==> src/rtl/serial_crc_pkg.sv <==
// rtl/serial_crc_pkg.sv - widths, mode encodings and init values for the serial CRC
package serial_crc_pkg;

    localparam int CRC_W  = 16;
    localparam int CRC8_W = 8;

    localparam logic MODE_CRC8  = 1'b0;
    localparam logic MODE_CRC16 = 1'b1;

    localparam logic [CRC_W-1:0] INIT_ZERO   = 16'h0000;
    localparam logic [CRC_W-1:0] INIT_ONES16 = 16'hFFFF;
    localparam logic [CRC_W-1:0] INIT_ONES8  = 16'h00FF;

endpackage

==> src/rtl/serial_crc_step.sv <==
// rtl/serial_crc_step.sv - combinational one-bit MSB-first CRC update for CRC-8/CRC-16
module serial_crc_step
    import serial_crc_pkg::*;
(
    input  logic [CRC_W-1:0] i_crc,
    input  logic             i_bit,
    input  logic [CRC_W-1:0] i_poly,
    input  logic             i_mode,
    output logic [CRC_W-1:0] o_crc
);

    logic              w_fb16;
    logic              w_fb8;
    logic [CRC_W-1:0]  w_next16;
    logic [CRC8_W-1:0] w_next8;

    assign w_fb16   = i_crc[CRC_W-1] ^ i_bit;
    assign w_fb8    = i_crc[CRC8_W-1] ^ i_bit;
    assign w_next16 = {i_crc[CRC_W-2:0], 1'b0} ^ (w_fb16 ? i_poly : {CRC_W{1'b0}});
    assign w_next8  = {i_crc[CRC8_W-2:0], 1'b0} ^ (w_fb8 ? i_poly[CRC8_W-1:0] : {CRC8_W{1'b0}});

    // CRC-8 clears the upper byte so a later switch to CRC-16 starts clean
    assign o_crc = (i_mode == MODE_CRC16) ? w_next16 : {{(CRC_W-CRC8_W){1'b0}}, w_next8};

endmodule

==> src/rtl/serial_crc.sv <==
// rtl/serial_crc.sv - serial CRC-8/CRC-16 engine; SERIAL_CRC_INIT_ONES_EN selects all-ones init
module serial_crc
    import serial_crc_pkg::*;
(
    input  logic             clk,
    input  logic             rst,
    input  logic             data_in,
    input  logic             data_valid,
    input  logic             init,
    input  logic             crc_mode,
    input  logic [CRC_W-1:0] polynomial,
    output logic [CRC_W-1:0] crc_out
);

    logic [CRC_W-1:0] r_crc;
    logic [CRC_W-1:0] w_next;
    logic [CRC_W-1:0] w_init;

`ifdef SERIAL_CRC_INIT_ONES_EN
    assign w_init = (crc_mode == MODE_CRC16) ? INIT_ONES16 : INIT_ONES8;
`else
    assign w_init = INIT_ZERO;
`endif

    serial_crc_step u_step (
        .i_crc  (r_crc),
        .i_bit  (data_in),
        .i_poly (polynomial),
        .i_mode (crc_mode),
        .o_crc  (w_next)
    );

    always_ff @(posedge clk) begin
        if (rst) begin
            r_crc <= w_init;
        end else if (init) begin
            r_crc <= w_init;
        end else if (data_valid) begin
            r_crc <= w_next;
        end
    end

    assign crc_out = (crc_mode == MODE_CRC16) ? r_crc : {{(CRC_W-CRC8_W){1'b0}}, r_crc[CRC8_W-1:0]};

endmodule

==> config.mk <==
export PLATFORM = sky130hd
export DESIGN_NAME = serial_crc
export DESIGN_NICKNAME = d
export VERILOG_FILES = /design/src/rtl/serial_crc_pkg.sv /design/src/rtl/serial_crc_step.sv /design/src/rtl/serial_crc.sv
export SDC_FILE = /design/constraint.sdc
export NUM_CORES = 1
export LEC_CHECK = 0
export ABC_CLOCK_PERIOD_IN_PS = 1610
export BUFFER_PORTS_ARGS = -buffer_cell sky130_fd_sc_hd__buf_2
export CORE_MARGIN = 5
export CORE_UTILIZATION = 46
export CTS_BUF_LIST = sky130_fd_sc_hd__clkbuf_2 sky130_fd_sc_hd__clkbuf_4 sky130_fd_sc_hd__clkbuf_8
export DETAILED_ROUTE_END_ITERATION = 12
export GPL_TIMING_DRIVEN = 0
export PLACE_DENSITY_LB_ADDON = 0.15
export SETUP_SLACK_MARGIN = 0.4
export SYNTH_ARGS = -nofsm -noshare
export SYNTH_HDL_FRONTEND = slang
export SYNTH_HIERARCHICAL = 1
export SYNTH_SLANG_ARGS = --single-unit
==> constraint.sdc <==
create_clock -name clk -period 1.61 [get_ports clk]
set_clock_uncertainty 0.2 [all_clocks]
set_input_delay 0.0805 -clock clk [delete_from_list [all_inputs] [get_ports clk]]
set_output_delay 0.0805 -clock clk [all_outputs]
set_load 0.02 [all_outputs]
==> flow_summary.json, run 1 <==
{
  "p_clk_share_pct": 29.5,
  "yosysUniqueCellTypes": 19,
  "powerDensity_nw_per_um2": 527,
  "finalPower_mw": 0.927,
  "switchingPower_mw": 0.256,
  "reg.largest.list": "r_crc x16",
  "crit_arrival_ns": 1.66,
  "die-area_um2": 3530,
  "synth_seq_area_share_pct": 28.5,
  "min_period_ns": 1.63,
  "via_per_inst": 4.88,
  "synth-warning-count": 6,
  "row_count": 17,
  "relSlewSlack_pct": 68.6,
  "crit_required_ns": 1.64,
  "dp_hpwl_um": 1850,
  "numCtsBuffers": 3,
  "cts_sinks": 16,
  "top_layer": "met4",
  "grt_max_degree": 11,
  "met2WireLength_um": 1520,
  "cts_root_buf": "clkbuf_4",
  "drt_first_iter_violations": 24,
  "gp_congestion": 0.703,
  "grt_pass1_vias": 1017,
  "fin_crit_sh_pct": 101,
  "grt_pass1_wl_um": 4420,
  "drc": 0,
  "htreeDepth": 1,
  "final-setup-viol-count": 2,
  "boundaryPins": 38,
  "hold-worst-slack_ns": -0.0532,
  "hp-class": "input port to flop",
  "fmax_mhz": 614,
  "grt.overflow.total": 0,
  "core_um2": 2280,
  "netlist_instances": 136,
  "crit_type": "flop to flop",
  "finalNetCount": 221,
  "hold_viol_final": 6,
  "dpl_cell_area_um2": 1350,
  "first_pass_iters": 6,
  "wl_met1_um": 1190,
  "ant_nets": 0,
  "pwr-share-seq_pct": 44.1,
  "peakVddDrop_mv": 0.374,
  "die_h_um": 59.4,
  "worst_slack_ns": -0.0199,
  "hold_path.startpoint": "data_valid",
  "cp-end-kind": "flop",
  "hold_buffers": 1,
  "fin_area_um2": 1760,
  "cts.reportedPaths.clkPinSlew_ns": 0.10,
  "ys_ff_latch": 16,
  "wl_met3_um": 179,
  "grt_use_total_pct": 16.5,
  "grt_setup_unrepaired": "yes",
  "p_int_mw": 0.671,
  "cts_buffer_depth": 2,
  "clock_latency_ns": 0.29,
  "crit_fanout": 4,
  "grt_antenna_before_repair": 0,
  "synth_nets": 158,
  "r2r-start": "r_crc[15]$_SDFFE_PP0P_",
  "tightest_slew_ns": 0.471,
  "synth_area_um2": 1120,
  "cts_tree": "built",
  "wl_um": 2920,
  "cp-start-kind": "flop",
  "violations": "hold timing, setup timing",
  "combPwrFrac_pct": 26.4,
  "final_cells": 226,
  "die_w_um": 59.4,
  "maxSlewViolCount": 0,
  "start_util_pct": 49.3,
  "vias": 1103,
  "startpoint": "r_crc[15]$_SDFFE_PP0P_",
  "numPortBuffers": 36,
  "largest_register_ff_count": 16,
  "drv_cap": 0,
  "status": "complete, but fails checks",
  "wire_per_inst_um": 12.9,
  "drive_gt1_share_pct": 54.5,
  "area_growth_pct": 56.9,
  "leakage_nw": 0.908,
  "syn_avg_cell_area_um2": 8.25,
  "top_register": "r_crc",
  "swShare_pct": 27.6,
  "diodes": 0,
  "placed_cells": 200
}
## cell type report
class                      instances  area, um^2
fill                             144         515
timing repair buffer              58         450
sequential                        16         345
clock buffer                       4        36.3
tap                               28        35.0
inverter                           9        33.8
multi-input combinational         97         739
buffer                            14         120
## cells in the mapped netlist (all sizes together)
master / number / share of area (%)
nor2: 16 / 5.4
dfxtp: 16 / 29
and2: 9 / 5.0
nand2b: 7 / 3.9
or3: 8 / 4.5
mux2i: 24 / 23
xnor2: 2 / 1.6
nand2: 7 / 2.3
a21oi: 8 / 3.6
buf: 13 / 9.8
inv: 9 / 3.0
or2: 1 / 0.56
xor2: 7 / 5.5
clkbuf: 1 / 0.33
o21ai: 8 / 3.6
## final timing paths
kind                      endpoint  slack, ns  depth (start not counted)
max          r_crc[6]$_SDFFE_PP0P_      -0.02                          6
min          r_crc[1]$_SDFFE_PP0P_      -0.05                          3
max reg2reg  r_crc[6]$_SDFFE_PP0P_      -0.02                          6
min reg2reg  r_crc[5]$_SDFFE_PP0P_       0.32                          2
## routing by layer
metal	vias up	track usage (%)
met5	-	0
met1	505	18.1
li1	564	-
met4	0	5.83
met2	30	30.6
met3	4	3.49
## per-stage QoR
stage | hold WS (ns) | setup TNS [ns] | utilization [%] | setup WS, ns
2_1_floorplan | 0.134 | 0 | - | 0.148
3_3_place_gp | 0.223 | 0 | 59.3 | 0.0113
3_5_place_dp | 0.239 | -0.102 | 59.3 | -0.0637
4_1_cts | -0.0669 | 0 | 67.0 | 0.0579
5_1_grt | -0.0450 | -0.379 | 77.4 | -0.0603
6_report | -0.0532 | -0.0362 | 77.4 | -0.0199
## what timing repair did
action	CTS	global route
hold endpoints to repair	6	6
pin swaps	5	12
endpoints found under the setup margin	32	32
gates resized for setup	25	37
setup buffers	7	14
## placed cells by master (no fill, tap or decap), drive strengths merged
cell / netlist / layout
buf: 13 / 70
mux2i: 24 / 24
nor2: 16 / 16
dfxtp: 16 / 16
inv: 9 / 9
and2: 9 / 9
or3: 8 / 8
o21ai: 8 / 8
a21oi: 8 / 8
nand2b: 7 / 7
nand2: 7 / 7
xor2: 7 / 7
clkbuf: 1 / 5
xnor2: 2 / 2
or2: 1 / 1
dlygate4sd3: 0 / 1
## worst max-delay path, stage by stage (launching register included)
cell	delay, ns
dfxtp_4	0.39
mux2i_4	0.17
buf_6	0.15
mux2i_2	0.22
xor2_1	0.21
mux2i_1	0.13
nor2_1	0.10
## power by group through the flow
stage / Sequential (mW) / Combinational, mW / Clock (mW)
2_1_floorplan: 0.419 / 0.126 / 0
3_3_place_gp: 0.420 / 0.176 / 0
3_5_place_dp: 0.421 / 0.183 / 0
4_1_cts: 0.410 / 0.208 / 0.282
5_1_grt: 0.410 / 0.265 / 0.298
6_report: 0.409 / 0.245 / 0.273
## cell families (layout without fill, tap and decap cells)
kind of cell	count (synthesis)	count (layout)	synth area share [%]
AO/OA/AOI/OAI	16	16	7.14
XOR/XNOR	9	9	7.02
buffers and inverters	23	85	13.2
flip-flops	16	16	28.5
multiplexers	24	24	22.5
AND/OR/NAND/NOR	48	48	21.6
No activity file was read; power rests on OpenSTA's default activity.
==> run 2: changes to the inputs <==
- CORE_UTILIZATION: 46 -> 40
==> run 2 against run 1 <==
The flow finishes with violations (hold timing). Critical path depth unchanged. Routed wire length decreased by 9.6%. First-iteration DRC count rose by 50%. Sequential power about the same. Global-route usage fell by 3.6 points. Clock-buffer cell count is 1 lower. Non-clock buffer count fell by 11. Cell count fell by 4.0%. Setup slack better by 0.084 ns. Largest cell class unchanged.
==> flow_summary.json, run 2 (synthesized netlist as in run 1, its figures left out) <==
{
  "reg2reg_depth": 6,
  "largest_register_ff_count": 16,
  "final_cell_mix": "buf_2, buf_4, mux2i_1, nor2_1",
  "grt_use_total_pct": 12.9,
  "status": "complete, but fails checks",
  "first_pass_iters": 4,
  "r2r-start": "r_crc[15]$_SDFFE_PP0P_",
  "grt_pass1_wl_um": 4230,
  "top_register": "r_crc",
  "boundaryPins": 38,
  "numCtsBuffers": 3,
  "grt_max_degree": 11,
  "area_growth_pct": 47.4,
  "fin_crit_sh_pct": 96.0,
  "htreeDepth": 1,
  "min_period_ns": 1.55,
  "fin_area_um2": 1650,
  "tightest_slew_ns": 0.395,
  "hold_path.startpoint": "data_valid",
  "row_count": 19,
  "drv_cap": 0,
  "final_common_cell": "buf_2",
  "r2r_end": "r_crc[12]$_SDFFE_PP0P_",
  "setup_tns_ns": 0,
  "crit_type": "flop to flop",
  "core_um2": 2730,
  "final-seq-area_um2": 343,
  "cts_buffer_depth": 2,
  "die-area_um2": 3970,
  "grt_setup_unrepaired": "yes",
  "hold_viol_final": 6,
  "grt_antenna_before_repair": 0,
  "maxSlewViolCount": 0,
  "drt_first_iter_violations": 36,
  "hp-class": "input port to flop",
  "p_int_mw": 0.609,
  "gp_congestion": 0.712,
  "dpl_cell_area_um2": 1350,
  "violations": "hold timing",
  "dp_hpwl_um": 1790,
  "cts.reportedPaths.clkPinSlew_ns": 0.09,
  "fmax_mhz": 647,
  "p_clk_share_pct": 24.7,
  "drive_gt1_share_pct": 55.9,
  "pwr-share-seq_pct": 48.3,
  "worstSetupEndpoint": "r_crc[12]$_SDFFE_PP0P_",
  "multi_input_area_um2": 767,
  "finalNetCount": 210,
  "startpoint": "r_crc[15]$_SDFFE_PP0P_",
  "crit_required_ns": 1.63,
  "swShare_pct": 28.0,
  "start_util_pct": 41.1,
  "clock_latency_ns": 0.28,
  "wire_per_inst_um": 12.2,
  "grt.overflow.total": 0,
  "relSlewSlack_pct": 73.7,
  "vias": 1017,
  "crit_arrival_ns": 1.56,
  "cts_tree": "built",
  "wl_um": 2640,
  "final-setup-viol-count": 0,
  "cts_root_buf": "clkbuf_4",
  "reg2reg_slack_ns": 0.06,
  "die_w_um": 63.0,
  "cp-end-kind": "flop",
  "n_fill_cell": 250,
  "drc": 0,
  "switchingPower_mw": 0.237,
  "ant_nets": 0,
  "peakVddDrop_mv": 0.351,
  "cp-start-kind": "flop",
  "hold-worst-slack_ns": -0.0586,
  "crit_fanout": 6,
  "via_per_inst": 4.69,
  "powerDensity_nw_per_um2": 512,
  "cts_sinks": 16,
  "numPortBuffers": 36,
  "diodes": 0,
  "reg.largest.list": "r_crc x16",
  "combPwrFrac_pct": 27.0,
  "die_h_um": 63.0,
  "leakage_nw": 0.830,
  "grt_pass1_vias": 1029
}
==> run 2: power groups by stage <==
stage               registers (mW)  logic (mW)  clock network (mW)
floorplan                    0.419       0.126                   0
global placement             0.420       0.177                   0
detailed placement           0.420       0.181                   0
CTS                          0.409       0.204               0.218
global route                 0.410       0.249               0.239
finish                       0.409       0.229               0.209
==> run 2: worst max-delay path, cell delays in order, from the launching register on <==
cell and delay [ns]:
dfxtp_4 0.38, xnor2_4 0.15, buf_6 0.13, or3_4 0.32, a21oi_2 0.12, mux2i_1 0.08, nor2_1 0.10
==> run 2: repair_timing <==
item                       in CTS  in global routing
pin swaps                      10                  3
hold endpoints to repair        6                  6
gates cloned                    0                  0
resized for setup              23                 35
setup buffers                   5                  6
setup endpoints to repair      31                 30
==> run 2: through the flow <==
stage	worst slack, ns	cells	util (%)	power, mW
floorplan	0.148	136	-	0.545
global placement	-0.0154	203	49.5	0.598
detailed placement	-0.0573	203	49.5	0.602
CTS	0.0450	211	54.5	0.831
global route	-0.0221	217	60.5	0.898
finish	0.0638	217	60.5	0.847
==> run 2: worst min-delay path by stage <==
stage	to	slack [ns]	depth (start not counted)
3_5_place_dp	r_crc[2]$_SDFFE_PP0P_	0.24	3
5_1_grt	r_crc[0]$_SDFFE_PP0P_	-0.02	3
3_3_place_gp	r_crc[1]$_SDFFE_PP0P_	0.23	3
2_1_floorplan	r_crc[0]$_SDFFE_PP0P_	0.13	3
4_1_cts	r_crc[14]$_SDFFE_PP0P_	-0.06	3
6_report	r_crc[14]$_SDFFE_PP0P_	-0.06	3
==> run 2: cell type report <==
cell class                 instances  share of cell area, %
buffer                            14                   7.26
multi-input combinational         97                   46.4
sequential                        16                   20.7
inverter                           9                   2.04
tap                               31                   2.34
clock buffer                       3                   1.36
timing repair buffer              47                   19.9
==> run 2: per-layer routing <==
| metal | vias up | track usage [%] | wire [um] |
|---|---|---|---|
| li1 | 541 | - | - |
| met1 | 442 | 14.9 | 1130 |
| met2 | 30 | 22.8 | 1340 |
| met3 | 4 | 2.16 | 130 |
| met4 | 0 | 5.57 | 42 |
| met5 | - | 0 | 0 |
